<file path="config.mk">
export PLATFORM = sky130hd
export DESIGN_NAME = reset_button_debounce
export DESIGN_NICKNAME = d
export VERILOG_FILES = /design/src/rtl/reset_button_debounce.sv
export SDC_FILE = /design/constraint.sdc
export NUM_CORES = 1
export LEC_CHECK = 0
export CELL_PAD_IN_SITES_DETAIL_PLACEMENT = 0
export CELL_PAD_IN_SITES_GLOBAL_PLACEMENT = 1
export CORE_MARGIN = 3
export CORE_UTILIZATION = 47
export DETAILED_ROUTE_END_ITERATION = 12
export GPL_ROUTABILITY_DRIVEN = 0
export GPL_TIMING_DRIVEN = 0
export PLACE_DENSITY_LB_ADDON = 0.1
export SYNTH_ARGS = -nofsm -noshare
export SYNTH_HDL_FRONTEND = slang
export SYNTH_SLANG_ARGS = --single-unit
</file>
<file path="constraint.sdc">
create_clock -name clk -period 2.1 [get_ports clk]
set_clock_uncertainty 0.1 [all_clocks]
set_input_delay 0.42 -clock clk [delete_from_list [all_inputs] [get_ports clk]]
set_output_delay 0.42 -clock clk [all_outputs]
set_load 0.02 [all_outputs]
</file>
<file path="src/rtl/reset_button_debounce.sv">
// Purpose: turns the raw board reset pushbutton into a clean, fixed-width
//   active-high reset request for the power-on reset generator; also pulses
//   once after its own reset is released.
// Latency: btn_level follows a press DEBOUNCE_CYCLES+2 edges after the pin
//   changes, and reset_req rises one edge after that.
// Backpressure: none; reset_req is a fire-and-forget pulse of PULSE_CYCLES.
//
// Ports:
//   clk       - single clock, all state lives here
//   reset_n   - asynchronous active-low reset (forces a reset_req pulse)
//   btn_in    - raw, asynchronous, bouncing pushbutton pin
//   reset_req - registered active-high reset request pulse
//   btn_level - registered debounced press level (1 = pressed)
`timescale 1ns/1ps

module reset_button_debounce #(
  parameter int DEBOUNCE_CYCLES = 50000,
  parameter int PULSE_CYCLES    = 16,
  parameter bit BTN_ACTIVE_LOW  = 1'b1
) (
  input  logic clk,
  input  logic reset_n,
  input  logic btn_in,
  output logic reset_req,
  output logic btn_level
);

  localparam int CW = (DEBOUNCE_CYCLES > 1) ? $clog2(DEBOUNCE_CYCLES) : 1;
  localparam int PW = (PULSE_CYCLES > 1) ? $clog2(PULSE_CYCLES) : 1;
  localparam logic [CW-1:0] CNT_LAST  = CW'(DEBOUNCE_CYCLES - 1);
  localparam logic [PW-1:0] PCNT_LAST = PW'(PULSE_CYCLES - 1);
  // Pin level when the button is not pressed.
  localparam logic PIN_RELEASED = BTN_ACTIVE_LOW ? 1'b1 : 1'b0;

  typedef enum logic [1:0] {
    IDLE  = 2'd0,
    PULSE = 2'd1,
    HOLD  = 2'd2
  } state_t;

  logic          sync_q1;
  logic          sync_q2;
  logic          btn_sync;
  logic [CW-1:0] cnt;
  state_t        state;
  state_t        state_nxt;
  logic [PW-1:0] pcnt;
  logic [PW-1:0] pcnt_nxt;

  // Two-flop synchronizer; resets to the released pin level so a reset
  // never looks like a press.
  always_ff @(posedge clk or negedge reset_n) begin
    if (!reset_n) begin
      sync_q1 <= PIN_RELEASED;
      sync_q2 <= PIN_RELEASED;
    end else begin
      sync_q1 <= btn_in;
      sync_q2 <= sync_q1;
    end
  end

  // Normalize polarity: 1 means pressed.
  assign btn_sync = BTN_ACTIVE_LOW ? ~sync_q2 : sync_q2;

  // Consecutive-sample debounce: any agreeing sample restarts the count,
  // so a level change needs DEBOUNCE_CYCLES differing samples in a row.
  always_ff @(posedge clk or negedge reset_n) begin
    if (!reset_n) begin
      btn_level <= 1'b0;
      cnt       <= '0;
    end else if (btn_sync == btn_level) begin
      cnt <= '0;
    end else if (cnt == CNT_LAST) begin
      btn_level <= btn_sync;
      cnt       <= '0;
    end else begin
      cnt <= cnt + 1'b1;
    end
  end

  // Pulse FSM: one pulse per debounced press; HOLD swallows a held button.
  always_comb begin
    state_nxt = state;
    pcnt_nxt  = pcnt;
    unique case (state)
      IDLE: begin
        if (btn_level) begin
          state_nxt = PULSE;
          pcnt_nxt  = '0;
        end
      end
      PULSE: begin
        if (pcnt == PCNT_LAST) begin
          state_nxt = btn_level ? HOLD : IDLE;
          pcnt_nxt  = '0;
        end else begin
          pcnt_nxt = pcnt + 1'b1;
        end
      end
      HOLD: begin
        if (!btn_level) begin
          state_nxt = IDLE;
        end
      end
      default: begin
        state_nxt = IDLE;
        pcnt_nxt  = '0;
      end
    endcase
  end

  // Reset parks the FSM in PULSE so a full pulse follows reset release.
  // reset_req is registered from the next state so it tracks PULSE exactly.
  always_ff @(posedge clk or negedge reset_n) begin
    if (!reset_n) begin
      state     <= PULSE;
      pcnt      <= '0;
      reset_req <= 1'b1;
    end else begin
      state     <= state_nxt;
      pcnt      <= pcnt_nxt;
      reset_req <= (state_nxt == PULSE);
    end
  end

endmodule

</file>
Word-level counts from Yosys, hierarchy flattened
Index checks and enable logic that the tools add are counted.
- bits in registers: 26
- output and inout bits: 2
- bits of input ports: 3
- word-level logic and storage cells: 32
- eq/ne operators: 7
- $add $sub $neg: 2
- mux-type cells: 10
- reductions and logical operators: 3
- bitwise gates (word level): 3
- operators by type and width (operator ; number):
    two-way mux 16 bit ; 2
    adder 16 x 1 -> 16 bit (second input constant) ; 1
    equality test 16 bit (second input constant) ; 1
    case mux 4 bit (3 select lines) ; 1
    two-way mux 2 bit ; 4
    two-way mux 4 bit ; 2
    case mux 2 bit (3 select lines) ; 1
    adder 4 x 1 -> 4 bit (second input constant) ; 1
    equality test 2 x 1 -> 1 bit (second input constant) ; 2
    equality test 4 bit (second input constant) ; 1
    AND reduction 2 bit ; 2
    NOT 1 bit ; 3
    equality test 2 bit (second input constant) ; 1
    logical NOT 2 bit ; 1
    inequality test 2 bit (second input constant) ; 1
    equality test 1 bit ; 1

Logic depth before layout (Yosys ltp)
Gate-level depths: netlist of the first run.
- word-level depth: 4
- mapped depth: 5
- gate-level depth less buffers: 5

Worst setup path before layout of the first run
Ideal clock, no wire load.
- kind: register -> register
- from: register cnt[0]
- to: register cnt[10]
- arrival time: 1.379 ns
- path buffers: 1
- stages on the path, launching flop included: 6
- slack: 0.502 ns
- cell sequence: dfrtp_1 ha_1 nand3_1 o31ai_4 buf_6 nor2_1
- word-level cells in the longest chain between the ends: 3
- ends and longest elaborated chain (item ; RTL line ; text):
    start: declaration ; 44 ; logic [CW-1:0] cnt;
    start signal: assignment ; 77 ; cnt <= cnt + 1'b1;
    adder 16 x 1 -> 16 bit or equality test 16 bit (tied branches) ; 77, 73 ;
    two-way mux 16 bit * ; 73 ; end else if (cnt == CNT_LAST) begin
    two-way mux 16 bit * ; 71 ; end else if (btn_sync == btn_level) begin
Every way passes the cells marked *; elsewhere a longest branch is shown, timed or not.
A chain may end at the register's enable or synchronous reset.

Final worst setup path of the first run
- from: register reset_req
- to: output reset_req
- RTL lines (item ; RTL line ; text):
    start: declaration ; 24 ; output logic reset_req,
    start signal: assignment ; 122 ; reset_req <= (state_nxt == PULSE);
No word-level cell between the ends.

==> metrics.csv, run 1 <==
metric;value;unit
part of the power in the clock network;0.312;
number of antenna repair diodes;0;
CP arrival;1.44;ns
Synth area leaders;dfrtp_1 (44%), dfstp_2 (8.5%), xnor2_1 (7.8%);
family with the most delay on the worst path;buffers and inverters;
post-synthesis mux area share;0.00807;
Die X;57.4;microns
number of enable flip-flop cells after synthesis;0;
Hold Crit Start;sync_q1;
metal1 wirelength;996;microns
FP Rows;17;
Cell Int Power;626;uW
total die area;0.00329;sq mm
largest family of logic cells by synthesized area;simple AND/OR/NAND/NOR gates;
Most used DFF post-synth;dfrtp_1;
area post-placement;0.00132;sq mm
clk sinks;26;
root buf cell;clkbuf_4;
worst hold path type;reg -> reg;
switching power;167;uW
register bit total from synthesis;26;
worst-path cell chain;clkdlybuf4s50_1;
vias in the first global route;774;
I/O pin count;5;
DRT iter0 DRCs;11;
nets;129;
synthesized area;0.00124;sq mm
syn_nets;120;
die height;57.4;microns
routed via count;816;
CP max stage delay;0.59;ns
crit path time final;1.96;ns
Slew HR;0.259;
Top Metal Used;met4;
total congestion overflow;0;
Clock Tree Buf Depth;2;
Synth Area in Compound Gates;0.0636;
hold_buf cts;0;
Starting Density;0.525;
core area;0.00236;sq mm
setup_tns;0;ns
postcts setup bufs;0;
fin area;0.00135;sq mm
clock buffer count from CTS;3;
r2r endpoint;cnt[12];
met2 WL;894;microns
DRC violations left;0;
Hold Slack;0.268;ns
first-pass GRT wire length;3.58;mm
Clock transition at path regs;0.13;ns
Seq/Total Area, Yosys;0.529;
CP Launch Type;flop;
Setup CP Type;reg -> out;
GRT Total Usage;0.140;
CP max-delay cell;clkdlybuf4s50_1;
final hold viol count;0;
dpl cells;147;
commonest non-fill, non-tap cell in the layout;dfrtp_1;
share of power burned in registers;0.650;
Worst Path Required;1.58;ns
post-synthesis async set-or-reset flop share;1.00;
xor and xnor area share after synthesis;0.106;
initial antenna violation count;0;
Routed Antenna Nets;0;
Yosys cell types;29;
routed length per instance;13.2;microns
Worst R2R Setup Slack;0.26;ns
largest net degree at the start of global routing;27;
critical path fanouts, max;1;
area leader, netlist;dfrtp_1;
hpwl dp;1.43;mm
Vias/cell;5.40;
TritonRoute pass-1 iters;4;
Peak supply drop;0.000579;V
FF-to-FF Start;cnt[4];
worst path bufs/invs;1;
Leakage;0.000558;uW
PostCTS Resize Cnt;0;
Syn Area/Cell;10.8;sq um
Max Cap Violations;0;
Syn Inst Count;115;
RSZ-0062 raised after global routing;false;
period utilisation layout;0.934;
Non-Filler Instances;151;
Worst-Margin Slew;1.11;ns
# setup viols final;0;
share of layout cells above drive strength 1;0.122;
commonest non-fill, non-tap cells in the layout;dfrtp_1 (22), nor2_1 (18), xnor2_1 (11);
top cell type's share of synthesized area;0.444;
synthesis-to-finish area growth;8.98;%
met3 wire length;76;microns
CP Capture Type;output port;
Pwr Density;587;mW/mm^2
Comb pwr share;0.038;
Detailed Route WL;1.99;mm
post-synthesis adder-cell area fraction;0.0202;
Hold Crit Depth;0;
Post-Synth Simple-Gate Area;0.249;
Hold Path Sink;sync_q2;
Slew Viols, Final;0;
Skew-Pair Late Insertion Delay;0.32;ns
Port Buffers;4;
H-tree depth;1;
worst reg2reg path depth;5;
CTS tree;done;
Switching Share;0.210;
# fillers;200;
yosys warns;0;
fmax;0.510;GHz
run status;finished, final reports clean;
==> power groups by stage <==
stage                     clock network, uW  registers (uW)  logic, uW
after global placement                    0             524       31.8
after floorplan                           0             523       15.1
final                                   247             515       30.4
after detailed placement                  0             525       32.1
after global routing                    280             517       35.1
after CTS                               262             516       32.1
==> layer usage <==
| metal | vias to the layer above | track usage |
|---|---|---|
| met2 | 11 | 0.206 |
| li1 | 415 | - |
| met4 | 0 | 0.0397 |
| met1 | 386 | 0.194 |
| met5 | - | 0 |
| met3 | 4 | 0.0498 |
==> registers in the layout, summed over array words and instances, names as in the netlist <==
signal     count
state          2
cnt           16
sync_q1        1
sync_q2        1
pcnt           4
reset_req      1
btn_level      1
==> synth_stat cells (3+ instances only) <==
library cell,instances
nor3_1,4
nor2_1,18
dfstp_2,4
o21ai_0,3
nand2b_1,3
nor4_1,3
nand2_1,8
xor2_1,4
nand3_1,7
inv_1,5
dfrtp_1,22
nand4_1,3
xnor2_1,11
==> cell type report <==
cell class	count	area (sq um)	area share
plain buffers	1	11.3	0.00833
clock buffers	4	36.3	0.0269
inverters	5	18.8	0.0139
multi-input cells	83	554	0.410
flip-flops and latches	26	656	0.485
well taps	28	35.0	0.0259
repair buffers	4	40.0	0.0296
==> cells by family (layout without fill, tap and decap cells) <==
kind of cell	after synthesis	after routing
AOI/OAI and AO/OA	10	10
xor gates and xnor gates	15	15
adders and majority gates	2	2
buffers and inverters	6	14
DFF	26	26
muxes	1	1
and+or+nand+nor	55	55
==> worst max path at each step <==
| stage | from | end | slack, ns | cells past startpoint |
|---|---|---|---|---|
| finish | reset_req | reset_req | 0.14 | 1 |
| global route | reset_req | reset_req | 0.09 | 1 |
| CTS | reset_req | reset_req | 0.12 | 1 |
| detailed placement | reset_n | cnt[9] | 0.18 | 1 |
| global placement | reset_n | btn_level | 0.19 | 1 |
| floorplan | cnt[0] | cnt[10] | 0.50 | 5 |
==> per-stage QoR <==
step                utilization  worst slack [ns]  power [uW]
floorplan                     -             0.502         539
global placement          0.557             0.186         556
detailed placement        0.557             0.177         557
CTS                       0.572             0.120         810
global route              0.572            0.0904         833
finish                    0.572             0.140         793
(Power assumes the default switching activity.)
==> run 2: changes to the inputs <==
--- a/config.mk
+++ b/config.mk
@@ -8,11 +8,11 @@
 export CELL_PAD_IN_SITES_DETAIL_PLACEMENT = 0
 export CELL_PAD_IN_SITES_GLOBAL_PLACEMENT = 1
 export CORE_MARGIN = 3
-export CORE_UTILIZATION = 47
+export CORE_UTILIZATION = 50
 export DETAILED_ROUTE_END_ITERATION = 12
 export GPL_ROUTABILITY_DRIVEN = 0
 export GPL_TIMING_DRIVEN = 0
-export PLACE_DENSITY_LB_ADDON = 0.1
+export PLACE_DENSITY = 0.93
 export SYNTH_ARGS = -nofsm -noshare
 export SYNTH_HDL_FRONTEND = slang
 export SYNTH_SLANG_ARGS = --single-unit
==> constraint.sdc (replaced) <==
create_clock -name clk -period 2.5 [get_ports clk]
set_clock_uncertainty 0.1 [all_clocks]
set_input_delay 0.5 -clock clk [delete_from_list [all_inputs] [get_ports clk]]
set_output_delay 0.5 -clock clk [all_outputs]
set_load 0.02 [all_outputs]
==> run 2 against run 1 <==
Against the previous run:
- combinational power decreased by 16%
- sequential share of layout area increased by 0.50 points
- clock-buffer cell count decreased by 1
- clock power decreased by 29%
- flip-flop and latch count unchanged
- worst setup slack improved by 0.31 ns
- critical path type unchanged
- largest cell class unchanged
==> metrics.csv, run 2 (synthesis gave the netlist of run 1 again) <==
metric;value;unit;change
die height;55.8;microns;-2.7%
synthesis-to-finish area growth;7.87;%;
vias in the first global route;853;;+10%
worst-path cell chain;clkdlybuf4s50_1;;
Detailed Route WL;2.06;mm;+3.4%
Hold Crit Depth;0;;unchanged
initial antenna violation count;0;;unchanged
setup_tns;0;ns;unchanged
CTS tree;done;;
CP max-delay cell;clkdlybuf4s50_1;;
RSZ-0062 raised after global routing;false;;
part of the power in the clock network;0.277;;-0.035
worst hold path type;reg -> reg;;
Cell Int Power;494;uW;-21%
hpwl dp;1.45;mm;+1.3%
final hold viol count;0;;unchanged
Max Cap Violations;0;;unchanged
clock buffer count from CTS;3;;unchanged
routed length per instance;13.7;microns;+4.1%
crit path time final;2.06;ns;
largest reg by FF count;cnt;;
routed via count;827;;+1.3%
Comb pwr share;0.040;;+0.002
Vias/cell;5.51;;+2.0%
family with the most delay on the worst path;buffers and inverters;;
r2r endpoint;cnt[8];;
share of power burned in registers;0.683;;+0.033
Port Buffers;4;;unchanged
final worst slack;0.445;ns;+0.305 ns
# setup viols final;0;;unchanged
Total Power;634;uW;-20%
run status;finished, final reports clean;;
period utilisation layout;0.822;;
nets;129;;unchanged
FF-to-FF Start;cnt[0];;
Hold Path Sink;sync_q2;;
max reg flops;16;;unchanged
GRT Total Usage;0.159;;+0.0185
Slew Viols, Final;0;;unchanged
Peak supply drop;0.000320;V;-45%
I/O pin count;5;;unchanged
worst reg2reg path depth;5;;unchanged
Largest regs;cnt x16, pcnt x4, state x2;;
Clock transition at path regs;0.13;ns;about the same
Starting Density;0.545;;+0.0196
root buf cell;clkbuf_4;;
Worst R2R Setup Slack;0.64;ns;+0.38 ns
CP Capture Type;output port;;
DRT iter0 DRCs;10;;-1
Clock Tree Buf Depth;2;;unchanged
Slew HR;0.234;;-0.0247
CP max stage delay;0.59;ns;about the same
DRC violations left;0;;unchanged
hold_buf cts;0;;unchanged
PostCTS Resize Cnt;0;;unchanged
commonest non-fill, non-tap cells in the layout;dfrtp_1 (22), nor2_1 (18), xnor2_1 (11);;
FP Rows;17;;unchanged
total congestion overflow;0;;unchanged
CP Launch Type;flop;;
worst path bufs/invs;1;;unchanged
fmax;0.487;GHz;
first-pass GRT wire length;3.86;mm;+7.9%
Worst Path Required;1.90;ns;+0.32 ns
Finished Core Util;0.588;;+0.0153
Leakage;0.000551;uW;-1.3%
Die X;55.8;microns;-2.7%
critical path fanouts, max;1;;unchanged
switching power;141;uW;-16%
Skew-Pair Late Insertion Delay;0.32;ns;about the same
number of antenna repair diodes;0;;unchanged
pre-CTS setup slack;0.488;ns;+0.311 ns
Setup CP Type;reg -> out;;
total die area;0.00311;sq mm;-5.4%
Hold Crit Start;sync_q1;;
Worst-Margin Slew;1.15;ns;+0.0370 ns
Routed Antenna Nets;0;;unchanged
largest net degree at the start of global routing;27;;unchanged
commonest non-fill, non-tap cell in the layout;dfrtp_1;;
share of layout cells above drive strength 1;0.115;;-0.00720
Pwr Density;474;mW/mm^2;-19%
CP arrival;1.46;ns;+0.02 ns
H-tree depth;1;;unchanged
Switching Share;0.222;;+0.0116
postcts setup bufs;0;;unchanged
TritonRoute pass-1 iters;4;;unchanged
Hold Slack;0.265;ns;-0.00285 ns
clk sinks;26;;unchanged
core area;0.00228;sq mm;-3.6%
==> run 2: cell types whose count changed in the layout (fill, tap and decap cells not counted), sizes merged <==
cell | previous run | this run
clkbuf | 4 | 3
==> run 2: cell type report <==
class,instances,area [sq um]
fillers,199,938
flip-flops and latches,26,656
multi-input cells,83,554
repair buffers,4,40.0
well taps,28,35.0
clock buffers,3,22.5
inverters,5,18.8
plain buffers,1,11.3
==> run 2: per-stage QoR <==
step	instances	area (sq um)
floorplan	115	1240
global placement	147	1320
finish	150	1340
global route	150	1340
CTS	150	1340
detailed placement	147	1320
==> run 2: worst max-delay path by stage <==
stage | start | endpoint | cells after the start
after floorplan | cnt[0] | cnt[10] | 5
after global placement | reset_n | cnt[9] | 1
after detailed placement | reset_n | cnt[9] | 1
after CTS | reset_req | reset_req | 1
after global routing | reset_req | reset_req | 1
final | reset_req | reset_req | 1
==> run 2: power groups by stage <==
stage / registers (uW) / clock network (uW) / logic (uW)
2_1_floorplan: 440 / 0 / 12.7
3_3_place_gp: 440 / 0 / 26.0
3_5_place_dp: 441 / 0 / 26.5
4_1_cts: 433 / 181 / 26.7
5_1_grt: 434 / 199 / 29.4
6_report: 433 / 176 / 25.5
==> run 2: metal layers <==
layer	up-vias	global-route usage	routed length, microns
met1	398	0.208	992
met2	11	0.245	951
li1	412	-	-
met3	6	0.0255	61
met5	-	0	0
met4	0	0.0972	51
==> run 3: changes to the inputs <==
--- a/config.mk
+++ b/config.mk
@@ -8,11 +8,11 @@
 export CELL_PAD_IN_SITES_DETAIL_PLACEMENT = 0
 export CELL_PAD_IN_SITES_GLOBAL_PLACEMENT = 1
 export CORE_MARGIN = 3
-export CORE_UTILIZATION = 50
+export CORE_UTILIZATION = 47
 export DETAILED_ROUTE_END_ITERATION = 12
 export GPL_ROUTABILITY_DRIVEN = 0
 export GPL_TIMING_DRIVEN = 0
-export PLACE_DENSITY = 0.93
+export PLACE_DENSITY = 0.89
 export SYNTH_ARGS = -nofsm -noshare
 export SYNTH_HDL_FRONTEND = slang
 export SYNTH_SLANG_ARGS = --single-unit
==> constraint.sdc (replaced) <==
create_clock -name clk -period 2.04 [get_ports clk]
set_clock_uncertainty 0.1 [all_clocks]
set_input_delay 0.408 -clock clk [delete_from_list [all_inputs] [get_ports clk]]
set_output_delay 0.408 -clock clk [all_outputs]
set_load 0.02 [all_outputs]
==> run 3 against run 2 <==
Against the previous run:
- hold slack barely moved
- utilization fell by 2.1 points
- clock power rose by 17%
- cell area did not move
- total power rose by 21%
- critical path type unchanged
- critical path depth did not move
- via count rose by 1.2%
- clock-buffer cell count did not move
- flip-flop and latch count did not move
- wire length rose by 2.7%
- worst setup slack got worse by 0.34 ns
==> metrics.csv, run 3 (synthesis gave the netlist of run 1 again) <==
metric;value;unit;change
Leakage;0.000551;uW;unchanged
initial antenna violation count;0;;unchanged
I/O pin count;5;;unchanged
synthesis-to-finish area growth;7.87;%;unchanged
vias in the first global route;876;;+2.7%
commonest non-fill, non-tap cell in the layout;dfrtp_1;;
GRT Total Usage;0.148;;-0.0105
total die area;0.00329;sq mm;+5.7%
Worst Path Required;1.53;ns;-0.37 ns
Hold Path Sink;sync_q2;;
Vias/cell;5.58;;+1.2%
pre-CTS setup slack;0.143;ns;-0.346 ns
Worst-Margin Slew;1.13;ns;-0.0132 ns
worst-path cell chain;clkdlybuf4s50_1;;
Peak supply drop;0.000439;V;+37%
worst hold path type;reg -> reg;;
area post-placement;0.00132;sq mm;unchanged
crit path time final;1.94;ns;
final worst slack;0.101;ns;-0.344 ns
Setup CP Type;reg -> out;;
hpwl dp;1.59;mm;+9.9%
Starting Density;0.525;;-0.0196
CP max stage delay;0.59;ns;about the same
share of layout cells above drive strength 1;0.115;;unchanged
CP Launch Type;flop;;
RSZ-0062 raised after global routing;false;;
hold_buf cts;0;;unchanged
# fillers;212;;+6.5%
die height;57.4;microns;+2.8%
critical path fanouts, max;1;;unchanged
Hold Crit Start;sync_q1;;
CP Capture Type;output port;;
setup_tns;0;ns;unchanged
Hold Crit Depth;0;;unchanged
nets;129;;unchanged
clock buffer count from CTS;3;;unchanged
Pwr Density;575;mW/mm^2;+21%
routed length per instance;14.1;microns;+2.7%
largest net degree at the start of global routing;27;;unchanged
clk sinks;26;;unchanged
Critical Path Stages;1;;unchanged
Worst R2R Setup Slack;0.19;ns;-0.45 ns
critical path startpoint;reset_req;;
first-pass GRT wire length;3.85;mm;-0.36%
TritonRoute pass-1 iters;4;;unchanged
register area;656;sq um;unchanged
fmax;0.516;GHz;
Total Power;768;uW;+21%
FF-to-FF Start;cnt[0];;
H-tree depth;1;;unchanged
Port Buffers;4;;unchanged
total congestion overflow;0;;unchanged
Skew-Pair Late Insertion Delay;0.31;ns;about the same
final hold viol count;0;;unchanged
Multi-input gate area;554;sq um;unchanged
Slew Viols, Final;0;;unchanged
Max Cap Violations;0;;unchanged
root buf cell;clkbuf_4;;
# setup viols final;0;;unchanged
Clock Tree Buf Depth;2;;unchanged
run status;finished, final reports clean;;
PostCTS Resize Cnt;0;;unchanged
DRT iter0 DRCs;20;;+10
postcts setup bufs;0;;unchanged
family with the most delay on the worst path;buffers and inverters;;
core area;0.00236;sq mm;+3.7%
dpl cells;147;;unchanged
Non-Filler Instances;150;;unchanged
routed via count;837;;+1.2%
largest reg by FF count;cnt;;
number of antenna repair diodes;0;;unchanged
FP Rows;17;;unchanged
r2r endpoint;cnt[12];;
worst path bufs/invs;1;;unchanged
Routed Antenna Nets;0;;unchanged
Die X;57.4;microns;+2.8%
Largest regs;cnt x16, pcnt x4, state x2;;
CP max-delay cell;clkdlybuf4s50_1;;
Detailed Route WL;2.11;mm;+2.7%
DRC violations left;0;;unchanged
Clock transition at path regs;0.13;ns;about the same
worst reg2reg path depth;5;;unchanged
CTS tree;done;;
Slew HR;0.243;;+0.00883
fin area;0.00134;sq mm;unchanged
commonest non-fill, non-tap cells in the layout;dfrtp_1 (22), nor2_1 (18), xnor2_1 (11);;
period utilisation layout;0.951;;
max reg flops;16;;unchanged
CP arrival;1.43;ns;-0.03 ns
-- run 3: cell counts in the layout (fill, tap and decap cells not counted) --
No cell type changed its count.
-- run 3: per-stage QoR --
step	hold WS, ns	utilization
after global routing	0.274	0.567
final	0.266	0.567
after floorplan	0.0124	-
after global placement	0.246	0.557
after CTS	0.268	0.567
after detailed placement	0.249	0.557
-- run 3: how the worst max path moves through the flow --
stage / endpoint / slack, ns
floorplan: cnt[10] / 0.44
global placement: btn_level / 0.14
detailed placement: cnt[8] / 0.14
CTS: reset_req / 0.09
global route: reset_req / 0.05
finish: reset_req / 0.10
-- run 3: area by class of cell --
cell class | instances | share of cell area
well taps | 28 | 0.0262
inverters | 5 | 0.0140
multi-input cells | 83 | 0.414
clock buffers | 3 | 0.0168
repair buffers | 4 | 0.0299
plain buffers | 1 | 0.00842
flip-flops and latches | 26 | 0.490
-- run 3: power breakdown --
| part | total, uW | internal, uW | switching (uW) |
|---|---|---|---|
| logic | 32.1 | 11.7 | 20.3 |
| registers | 531 | 524 | 6.80 |
| clock network | 206 | 69.0 | 137 |
| total | 768 | 605 | 164 |
-- run 3: routing by layer --
layer | part of all wire | vias up | GRT usage
met5 | 0 | - | 0
met4 | 0.0076 | 0 | 0.0199
met3 | 0.029 | 2 | 0.0430
met2 | 0.51 | 11 | 0.255
met1 | 0.45 | 412 | 0.189
li1 | - | 412 | -
